[config.mk]
export PLATFORM = sky130hd
export DESIGN_NAME = pipelined_adc
export DESIGN_NICKNAME = d
export VERILOG_FILES = /design/src/rtl/pipelined_adc.sv
export SDC_FILE = /design/constraint.sdc
export NUM_CORES = 1
export LEC_CHECK = 0
export CORE_ASPECT_RATIO = 0.7
export CORE_MARGIN = 2
export CORE_UTILIZATION = 55
export DETAILED_ROUTE_END_ITERATION = 7
export MAX_ROUTING_LAYER = met4
export PLACE_DENSITY = 0.82
export SYNTH_ARGS = -nofsm -noshare
export SYNTH_HDL_FRONTEND = slang
export SYNTH_SLANG_ARGS = --single-unit
[constraint.sdc]
create_clock -name clk -period 3.8 [get_ports clk]
set_input_delay 0.95 -clock clk [delete_from_list [all_inputs] [get_ports clk]]
set_output_delay 0.95 -clock clk [all_outputs]
set_load 0.02 [all_outputs]
[src/rtl/pipelined_adc.sv]
// Pipelined add/subtract-with-carry: WIDTH bits resolved SEG bits per stage, valid/ready on both sides.
// Defining PIPELINED_ADC_FLAGS_EN adds registered Z/V/N flags; otherwise the flag ports are tied low.

module pipelined_adc #(
    parameter int unsigned WIDTH = 32,
    parameter int unsigned SEG   = 8
) (
    input  logic             clk,
    input  logic             rst,
    input  logic             in_valid,
    output logic             in_ready,
    input  logic [WIDTH-1:0] a,
    input  logic [WIDTH-1:0] b,
    input  logic             cin,
    input  logic [1:0]       op,
    output logic             out_valid,
    input  logic             out_ready,
    output logic [WIDTH:0]   s,
    output logic             flag_z,
    output logic             flag_v,
    output logic             flag_n
);

    localparam int unsigned STAGES = WIDTH / SEG;
    localparam int unsigned LAST   = STAGES - 1;
    localparam int unsigned SEGW   = SEG + 1;

    localparam logic [1:0] OP_ADD = 2'b00;
    localparam logic [1:0] OP_ADC = 2'b01;
    localparam logic [1:0] OP_SUB = 2'b10;

    logic [WIDTH-1:0]  w_b_eff;
    logic              w_c0;
    logic [STAGES-1:0] w_v;
    logic [STAGES-1:0] w_adv;

    // Operand preparation: subtraction is A + ~B + c0, with SBB's borrow-in inverted into c0
    always_comb begin
        w_b_eff = b;
        w_c0    = 1'b0;
        case (op)
            OP_ADD: w_c0 = 1'b0;
            OP_ADC: w_c0 = cin;
            OP_SUB: begin
                w_b_eff = ~b;
                w_c0    = 1'b1;
            end
            default: begin
                w_b_eff = ~b;
                w_c0    = ~cin;
            end
        endcase
    end

    // Stall chain: a stage advances when empty or when its successor advances
    always_comb begin
        w_adv       = '0;
        w_adv[LAST] = !w_v[LAST] || out_ready;
        for (int k = int'(LAST) - 1; k >= 0; k--) begin
            w_adv[k] = !w_v[k] || w_adv[k+1];
        end
    end

    assign in_ready = w_adv[0];

    for (genvar k = 0; k < int'(STAGES); k++) begin : g_stage
        localparam int unsigned IW = WIDTH - k * SEG;
        localparam int unsigned SW = (k + 1) * SEG;

        logic            w_in_v;
        logic            w_in_c;
        logic [IW-1:0]   w_in_a;
        logic [IW-1:0]   w_in_b;
        logic [SEGW-1:0] w_slice;
        logic [SW-1:0]   w_nsum;
        logic            r_v;
        logic            r_c;
        logic [SW-1:0]   r_sum;

        if (k == 0) begin : g_src
            assign w_in_v = in_valid;
            assign w_in_c = w_c0;
            assign w_in_a = a;
            assign w_in_b = w_b_eff;
            assign w_nsum = w_slice[SEG-1:0];
        end else begin : g_src
            assign w_in_v = g_stage[k-1].r_v;
            assign w_in_c = g_stage[k-1].r_c;
            assign w_in_a = g_stage[k-1].g_ops.r_a_hi;
            assign w_in_b = g_stage[k-1].g_ops.r_b_hi;
            assign w_nsum = {w_slice[SEG-1:0], g_stage[k-1].r_sum};
        end

        assign w_slice = SEGW'(w_in_a[SEG-1:0]) + SEGW'(w_in_b[SEG-1:0]) + SEGW'(w_in_c);
        assign w_v[k]  = r_v;

        always_ff @(posedge clk) begin
            if (rst) begin
                r_v   <= 1'b0;
                r_c   <= 1'b0;
                r_sum <= '0;
            end else if (w_adv[k]) begin
                r_v <= w_in_v;
                if (w_in_v) begin
                    r_c   <= w_slice[SEG];
                    r_sum <= w_nsum;
                end
            end
        end

        // Only the slices not yet consumed travel on to later stages
        if (k < int'(LAST)) begin : g_ops
            logic [IW-SEG-1:0] r_a_hi;
            logic [IW-SEG-1:0] r_b_hi;

            always_ff @(posedge clk) begin
                if (rst) begin
                    r_a_hi <= '0;
                    r_b_hi <= '0;
                end else if (w_adv[k] && w_in_v) begin
                    r_a_hi <= w_in_a[IW-1:SEG];
                    r_b_hi <= w_in_b[IW-1:SEG];
                end
            end
        end

`ifdef PIPELINED_ADC_FLAGS_EN
        logic w_in_z;
        logic r_z;

        if (k == 0) begin : g_zsrc
            assign w_in_z = 1'b1;
        end else begin : g_zsrc
            assign w_in_z = g_stage[k-1].r_z;
        end

        always_ff @(posedge clk) begin
            if (rst) begin
                r_z <= 1'b0;
            end else if (w_adv[k] && w_in_v) begin
                r_z <= w_in_z && (w_slice[SEG-1:0] == '0);
            end
        end
`endif
    end

    assign out_valid = w_v[LAST];
    assign s         = {g_stage[LAST].r_c, g_stage[LAST].r_sum};

`ifdef PIPELINED_ADC_FLAGS_EN
    logic w_nv;
    logic r_flag_v;

    // Overflow: operands agree in sign but the result's sign differs
    assign w_nv = (g_stage[LAST].w_in_a[SEG-1] == g_stage[LAST].w_in_b[SEG-1])
               && (g_stage[LAST].w_slice[SEG-1] != g_stage[LAST].w_in_a[SEG-1]);

    always_ff @(posedge clk) begin
        if (rst) begin
            r_flag_v <= 1'b0;
        end else if (w_adv[LAST] && g_stage[LAST].w_in_v) begin
            r_flag_v <= w_nv;
        end
    end

    assign flag_z = g_stage[LAST].r_z;
    assign flag_v = r_flag_v;
    assign flag_n = g_stage[LAST].r_sum[WIDTH-1];
`else
    assign flag_z = 1'b0;
    assign flag_v = 1'b0;
    assign flag_n = 1'b0;
`endif

endmodule

# Word-level counts from Yosys, hierarchy flattened
# Cells that the tools add are included.
dict set report word_totals {
  ff_bits 184
  in_bits 71
  out_inout_bits 38
  wordCells 49
}
dict set report op_classes {
  n_addsub 8
  eq_ne 2
  n_mux 2
  n_bitwise 2
  reduce_logical 17
}
# operator n
set ops {}
lappend ops {{$add A8 B8 Y9} 4}
lappend ops {{$add A9 B1 Y9} 4}
lappend ops {{$mux W32} 1}
lappend ops {{$not A32 Y32} 1}
lappend ops {{$reduce_and A2 Y1} 4}
lappend ops {{$logic_not A1 Y1} 4}
lappend ops {{$logic_or A1 B1 Y1} 4}
lappend ops {{$logic_and A1 B1 Y1} 3}
lappend ops {{$pmux W1 S3} 1}
lappend ops {{$eq A2 B1 Y1 const B} 1}
lappend ops {{$eq A2 B2 Y1 const B} 1}
lappend ops {{$logic_not A2 Y1} 1}
lappend ops {{$reduce_or A2 Y1} 1}
lappend ops {{$not A1 Y1} 1}

# Longest topological paths before layout
# Gate-level depths: netlist of the first run.
dict set report depth {
  word_depth 6
  mapped_depth 11
}

# Worst setup path before layout of the first run
# Ideal clock, no wire load.
dict set report synth_timing {
  kind {input to register}
  start {in op[1]}
  end {reg g_stage[0].r_c}
  setup_time_ps 112
  arrival_time_ps 3046
  slack_ps 642
  stages 11
  n_path_buf 2
  path_cell_list {buf_4 buf_2 xor2_1 fa_1 inv_1 fa_1 nand2b_1 a21oi_1 o22ai_1 nand2b_1 a2111oi_1}
}
dict set report synth_via {
  elab_chain_cells 5
}
# element line
set synth_lines {}
lappend synth_lines {{start, declared} 15} ;# input logic [1:0] op,
lappend synth_lines {{$eq A2 B1 Y1 or $logic_not A2 Y1 (tied branches)} 41} ;# case (op)
lappend synth_lines {{$reduce_or A2 Y1 (no line)} --}
lappend synth_lines {{$mux W32} --}
lappend synth_lines {{$add A8 B8 Y9} 94} ;# assign w_slice = SEGW'(w_in_a[SEG-1:0]) + SEGW'(w_in_b[SEG-1:0]) + SEGW'(w_in_c);
lappend synth_lines {{$add A9 B1 Y9 *} 94}
lappend synth_lines {{end signal, assigned} 105} ;# r_c <= w_slice[SEG];
lappend synth_lines {{end, declared} 77} ;# logic r_c;
# Every way passes the cells marked *; elsewhere a longest branch is shown, timed or not.
# A chain may end at the register's enable or synchronous reset.

# Worst setup path after layout of the first run
dict set report layout_timing {
  start {in out_ready}
  end {out in_ready}
}
dict set report layout_via {
  elab_chain_cells 4
}
# element line
set layout_lines {}
lappend layout_lines {{start, declared} 17} ;# input logic out_ready,
lappend layout_lines {{$logic_or A1 B1 Y1} 58} ;# w_adv[LAST] = !w_v[LAST] || out_ready;
lappend layout_lines {{$logic_or A1 B1 Y1 (3 in a row)} 60} ;# w_adv[k] = !w_v[k] || w_adv[k+1];
lappend layout_lines {{end, declared} 11} ;# output logic in_ready,
# Every way passes these cells.

==> impl_metrics.ini, run 1 <==
[timing]
final_layout_setup_total_negative_slack_ps = 0
hold_slack_ps = 448.2
finalSetupViolCount = 0
timing_max_transition_violations_final = 0
setup_repair_after_global_routing_missed_its_margin = no
finalHoldViolCount = 0
min_cycle_time_layout_ps = 3349
maxSlewHeadroom_pct = 38.21
fin_skew_ps = 9.081
worst-slew-pin-transition_ps = 926.8
fmaxAchievable_mhz = 298.6
fin_crit_sh_pct = 88.14

[floorplan]
die_y_um = 105.4
initial_core_util_pct = 55.61
die_width_um = 148.9
boundaryPins = 109
placementRows = 37
dieArea_um2 = 15700
floorplan_core_area_um2 = 14540

[yosys]
synthesis.area_um2 = 8084
synthesis.yosys.warnings = 0
post_synth_main_area_contributors = sky130_fd_sc_hd__dfxtp_1 46%, sky130_fd_sc_hd__nand2_1 12%, sky130_fd_sc_hd__a21oi_1 9.0%, sky130_fd_sc_hd__ha_1 4.3%, sky130_fd_sc_hd__a211oi_2 3.6%
synth_edf_count = 0
synth.top_cell.area_share_pct = 45.57
synth-main-ff-cell = sky130_fd_sc_hd__dfxtp_1
seq_area_frac_synth_pct = 45.57
post_synthesis_instance_total = 977
syn_avg_cell_area_um2 = 8.274
yosys_reg_bits = 184
async_reset_ff_share_pct = 0
synth_area_leader_cell = sky130_fd_sc_hd__dfxtp_1
synth.lib_cells_used.distinct = 53

[power_and_ir_drop]
report.power.total_uw = 4290
power_per_standard_cell_area_nw_per_um2 = 440.4
leakagePower_uw = 0.003538
worst_case_vdd_ir_drop_mv = 0.3166

[clocking]
ctsRootBufferMaster = sky130_fd_sc_hd__clkbuf_16
clk_transition_reported_paths_ps = 80
cts_hold_buf = 0
htree_levels = 4
number_of_buffers_between_clock_root_and_the_deepest_sink = 2
cts_setup_buffers = 0
cts_inserted_buffers = 17
clock_latency_on_the_worst_skew_pair_ps = 430
post_cts_resize_count = 0
cts_tree = done
cts_sinks = 184

[cells_and_area]
syn2layout_area_growth_pct = 20.49
antenna-diode-count = 0
final_common_cell = sky130_fd_sc_hd__nand2_1
final_layout_size_suffix_gt1_share_pct = 7.183
layout.nets = 1152
mostFrequentLayoutCells = 266 x sky130_fd_sc_hd__nand2_1, 184 x sky130_fd_sc_hd__dfxtp_1, 146 x sky130_fd_sc_hd__a21oi_1
finalCoreUtilization_pct = 67.01

[critical_path]
cpMostUsedCell = sky130_fd_sc_hd__clkdlybuf4s50_1
worstRegToRegCells = 8
critPathMaxStageDelay_ps = 540
critPathBufInv = 2
critical_path.reg2reg.startpoint = g_stage[0].r_c$_SDFFE_PP0P_
timing.rr.end = g_stage[1].r_sum[14]$_SDFFE_PP0P_
critical_path.slowest_cell = sky130_fd_sc_hd__clkdlybuf4s50_1
crit_path_max_fanout = 4
cpLargestDelayFamily = buffers and inverters
crit_path_end_kind = primary output
crit_path_start_kind = input pin
crit_type = input pin to primary output
critical_path.cell_chain = clkdlybuf4s50_1 -> and4b_4 -> nand2_2 -> clkdlybuf4s50_1
timing.critical_path.required_ps = 2850
timing.critical_path.arrival_ps = 2400
reg2reg_slack_ps = 1600
crit_path_start = out_ready

[routing]
post_drt_via_cell_ratio = 5.467
detail_route.drc_violations = 0
dr.first_iter.drc_count = 516
drt_pre_antenna_iters = 5
detailed_route_wl_um = 18670
antenna_violating_nets_post_route = 0
routedWlPerCell_um = 14.90
detailroute.via_count = 6850

[global_route]
grt_first_pass_wirelength_um = 31070
grt_max_degree = 85
initial_antenna_violation_count = 0
track_usage_pct = 25.46
overflow = 0
first_global_vias = 6337

[run]
maxCapViolCount = 0

[min_path]
min_to = g_stage[2].r_sum[7]$_SDFFE_PP0P_
min_delay_path_depth = 2
hold_path.startpoint = g_stage[1].r_sum[7]$_SDFFE_PP0P_
path_category_of_the_worst_min_delay_check = register to register

[placement]
port_buffers = 105
dp.final_hpwl_um = 12520
place_congestion = 0.8786

[outcome]
run_status = completed
worst reg2reg max path, stage by stage, from the launching register on:
cell and delay, ps:
sky130_fd_sc_hd__dfxtp_1 400, sky130_fd_sc_hd__fa_1 250, sky130_fd_sc_hd__inv_1 70, sky130_fd_sc_hd__fa_1 370, sky130_fd_sc_hd__nor2b_1 200, sky130_fd_sc_hd__o31a_1 200
sky130_fd_sc_hd__o21ai_0 130, sky130_fd_sc_hd__or4_1 430, sky130_fd_sc_hd__nand3_1 90
state kept, by name, summed over array words and instances, names as in the netlist:
signal                cells
g_stage.g_ops.r_a_hi     48
g_stage.r_sum            80
g_stage.r_v               3
g_stage.r_c               4
g_stage.g_ops.r_b_hi     48
out_valid                 1
synthesized netlist by cell type, types with 3 or more instances:
cell / instances
sky130_fd_sc_hd__clkbuf_1: 40
sky130_fd_sc_hd__a31oi_1: 3
sky130_fd_sc_hd__nor2_1: 54
sky130_fd_sc_hd__a21o_1: 4
sky130_fd_sc_hd__nand3_1: 12
sky130_fd_sc_hd__xnor2_1: 26
sky130_fd_sc_hd__buf_1: 7
sky130_fd_sc_hd__nor4_1: 4
sky130_fd_sc_hd__a21oi_1: 146
sky130_fd_sc_hd__o21a_1: 3
sky130_fd_sc_hd__nand4_1: 3
sky130_fd_sc_hd__xor2_1: 10
sky130_fd_sc_hd__dfxtp_1: 184
sky130_fd_sc_hd__inv_1: 20
sky130_fd_sc_hd__o21ai_0: 21
sky130_fd_sc_hd__o22ai_1: 6
sky130_fd_sc_hd__ha_1: 28
sky130_fd_sc_hd__and3_1: 3
sky130_fd_sc_hd__or4_1: 8
sky130_fd_sc_hd__o31a_1: 4
sky130_fd_sc_hd__buf_2: 13
sky130_fd_sc_hd__nand2b_1: 4
sky130_fd_sc_hd__fa_1: 8
sky130_fd_sc_hd__a211oi_2: 23
sky130_fd_sc_hd__nor4b_1: 6
sky130_fd_sc_hd__buf_6: 5
sky130_fd_sc_hd__nor2b_1: 7
sky130_fd_sc_hd__a211oi_1: 16
sky130_fd_sc_hd__nor3_1: 9
sky130_fd_sc_hd__or3_1: 3
sky130_fd_sc_hd__nand2_1: 266
sky130_fd_sc_hd__buf_4: 5
per-layer routing:
layer	share of wire (%)	routed length [um]	global-route usage (%)
met3	6.3	1180	4.156
met2	41	7663	34.69
met4	1.8	344	8.163
met1	51	9476	38.28
met5	0	0	-
power by group:
part           leakage (uW)  internal, uW  switching (uW)
clock network      0.000292           944             842
logic               0.00175           204             255
registers           0.00150          2000            45.0
through the flow:
step / cells / setup slack, ps / area, um^2
after detailed placement: 1221 / 372.8 / 9141
final: 1253 / 450.6 / 9741
after CTS: 1253 / 455.6 / 9741
after global placement: 1221 / 462.7 / 9141
after floorplan: 979 / 641.7 / 8092
after global routing: 1253 / 413.9 / 9741
how the worst max path moves through the flow:
| stage | cells past startpoint | slack, ps | end |
|---|---|---|---|
| 5_1_grt | 4 | 410 | in_ready |
| 3_5_place_dp | 11 | 370 | g_stage[0].r_c$_SDFFE_PP0P_ |
| 6_report | 4 | 450 | in_ready |
| 3_3_place_gp | 11 | 460 | g_stage[0].r_c$_SDFFE_PP0P_ |
| 2_1_floorplan | 11 | 640 | g_stage[0].r_c$_SDFFE_PP0P_ |
| 4_1_cts | 4 | 460 | in_ready |
cell families after synthesis:
group | after synthesis | share of synthesized area (%)
buf+inv | 90 | 5.077
xor+xnor | 36 | 3.900
simple gates | 390 | 20.46
compound gates | 239 | 18.51
other cells | 1 | 0.04639
mux | 1 | 0.1238
flops | 184 | 45.57
fa+ha+maj | 36 | 6.315
final cells by class:
cell class,count,area (um^2)
repair buffers,117,1137
inverters,20,75.07
clock inverters,15,173.9
clock buffers,17,425.4
well taps,195,244.0
multi-input cells,705,4001
fillers,1221,4796
flip-flops and latches,184,3684
(Power assumes the default switching activity.)
==> inputs of run 2 (changes only) <==
CORE_UTILIZATION = 57   (was 55)
CTS_BUF_LIST = sky130_fd_sc_hd__clkbuf_4 sky130_fd_sc_hd__clkbuf_8   (was default)
GPL_TIMING_DRIVEN = 0   (was default)
PLACE_DENSITY = 0.84   (was 0.82)
==> run 2 against run 1 <==
Net effect:
- core utilization up 3.3 points
- setup slack got worse by 36 ps
- via count up 4.3%
- non-clock buffer count grew 56
- register-to-register slack better by 80 ps
==> impl_metrics.ini, run 2 (same netlist as run 1, synthesis figures left out) <==
[global_route]
initial_antenna_violation_count = 0
overflow = 0
track_usage_pct = 27.99
grt_max_degree = 17
first_global_vias = 6713
grt_first_pass_wirelength_um = 33380

[routing]
drt_pre_antenna_iters = 5
antenna_violating_nets_post_route = 0
dr.first_iter.drc_count = 531
routedWlPerCell_um = 15.38
post_drt_via_cell_ratio = 5.483
detailroute.via_count = 7145
detailed_route_wl_um = 20050
detail_route.drc_violations = 0

[floorplan]
die_width_um = 146.3
boundaryPins = 109
floorplan_core_area_um2 = 13870
die_y_um = 103.6
dieArea_um2 = 15170
placementRows = 36
initial_core_util_pct = 58.27

[critical_path]
critical_path.slowest_cell = sky130_fd_sc_hd__clkdlybuf4s50_1
crit_path_end_kind = primary output
timing.critical_path.required_ps = 2850
crit_path_max_fanout = 4
critical_path.cell_chain = clkdlybuf4s50_1 -> and4b_4 -> nand2_2 -> clkdlybuf4s50_1
critPathMaxStageDelay_ps = 540
timing.critical_path.arrival_ps = 2440
crit_path_start = out_ready
worstRegToRegCells = 8
timing.rr.end = g_stage[1].r_sum[14]$_SDFFE_PP0P_
crit_path_start_kind = input pin
worst_setup_path_endpoint = in_ready
cpMostUsedCell = sky130_fd_sc_hd__clkdlybuf4s50_1
critical_path.reg2reg.startpoint = g_stage[0].g_ops.r_b_hi[0]$_SDFFE_PP0P_
crit_type = input pin to primary output
reg2reg_slack_ps = 1680

[cells_and_area]
final_common_cell = sky130_fd_sc_hd__nand2_1
largest_register_ff_count = 80
antenna-diode-count = 0
layout.nets = 1208
final_layout_size_suffix_gt1_share_pct = 7.457
syn2layout_area_growth_pct = 20.59
reg.largest.list = g_stage.r_sum x80, g_stage.g_ops.r_a_hi x48, g_stage.g_ops.r_b_hi x48
top_register = g_stage.r_sum
mostFrequentLayoutCells = 266 x sky130_fd_sc_hd__nand2_1, 184 x sky130_fd_sc_hd__dfxtp_1, 146 x sky130_fd_sc_hd__a21oi_1

[min_path]
path_category_of_the_worst_min_delay_check = register to register

[clocking]
cts_hold_buf = 0
ctsRootBufferMaster = sky130_fd_sc_hd__clkbuf_8
number_of_buffers_between_clock_root_and_the_deepest_sink = 2
cts_inserted_buffers = 17
post_cts_resize_count = 0
clk_transition_reported_paths_ps = 100
htree_levels = 4
cts_tree = done
cts_sinks = 184
clock_latency_on_the_worst_skew_pair_ps = 470
cts_setup_buffers = 0

[timing]
worst-slew-pin-transition_ps = 865.1
final_layout_setup_total_negative_slack_ps = 0
min_cycle_time_layout_ps = 3385
finalSetupViolCount = 0
fin_crit_sh_pct = 89.08
timing_max_transition_violations_final = 0
finalHoldViolCount = 0
maxSlewHeadroom_pct = 42.32
fmaxAchievable_mhz = 295.4
setup_repair_after_global_routing_missed_its_margin = no
fin_skew_ps = 11.69

[placement]
place_congestion = 0.8569
dp.final_hpwl_um = 15020
port_buffers = 103

[run]
maxCapViolCount = 0

[power_and_ir_drop]
leakagePower_uw = 0.003537
worst_case_vdd_ir_drop_mv = 0.2797
power_per_standard_cell_area_nw_per_um2 = 395.2
report.power.total_uw = 3853

[outcome]
run_status = completed
## run 2: worst max-delay path, delay by kind of cell
family | cells | cell delay, ps
simple gates | 2 | 470
buf+inv | 2 | 1010
## run 2: power by group
part / switching [uW] / internal [uW]
clock: 721 / 597
sequential: 46.9 / 2000
combinational: 271 / 217
total: 1040 / 2810
## run 2: layout make-up
cell class              count  area [um^2]
fillers                  1208         4125
multi-input cells         705         3998
flip-flops and latches    184         3684
repair buffers            103         1031
plain buffers              70        335.3
clock buffers              18        241.5
well taps                 190        237.7
clock inverters            13        146.4
inverters                  20        75.07
## run 2: how the worst min path moves through the flow
| stage | start | endpoint | slack, ps | depth (start not counted) |
|---|---|---|---|---|
| CTS | g_stage[0].g_ops.r_b_hi[13]$_SDFFE_PP0P_ | g_stage[1].g_ops.r_b_hi[5]$_SDFFE_PP0P_ | 450 | 2 |
| finish | g_stage[0].g_ops.r_b_hi[13]$_SDFFE_PP0P_ | g_stage[1].g_ops.r_b_hi[5]$_SDFFE_PP0P_ | 450 | 2 |
| global route | g_stage[1].r_sum[7]$_SDFFE_PP0P_ | g_stage[2].r_sum[7]$_SDFFE_PP0P_ | 470 | 2 |
| floorplan | g_stage[0].r_sum[7]$_SDFFE_PP0P_ | g_stage[1].r_sum[7]$_SDFFE_PP0P_ | 430 | 2 |
| detailed placement | g_stage[3].r_sum[8]$_SDFFE_PP0P_ | g_stage[3].r_sum[8]$_SDFFE_PP0P_ | 450 | 2 |
| global placement | g_stage[2].r_sum[18]$_SDFFE_PP0P_ | g_stage[3].r_sum[18]$_SDFFE_PP0P_ | 440 | 2 |
## run 2: metrics by stage
| step | cells | hold slack (ps) | util (%) | setup slack [ps] | instance area (um^2) |
|---|---|---|---|---|---|
| finish | 1303 | 445.5 | 70.27 | 415.0 | 9748 |
| global route | 1303 | 470.6 | 70.27 | 381.8 | 9748 |
| CTS | 1303 | 454.1 | 70.27 | 409.1 | 9748 |
| detailed placement | 1272 | 445.6 | 67.47 | 315.1 | 9360 |
| global placement | 1272 | 440.5 | 67.47 | 374.7 | 9360 |
| floorplan | 979 | 427.4 | - | 641.7 | 8092 |
## run 2: metal layers
layer	vias to the layer above	wire length (um)	part of all wire (%)	GRT usage, %
met5	-	0	0	-
met4	0	284	1.4	6.935
met3	27	1727	8.6	5.330
met2	299	8420	42	41.04
met1	3263	9613	48	40.05
li1	3556	-	-	-
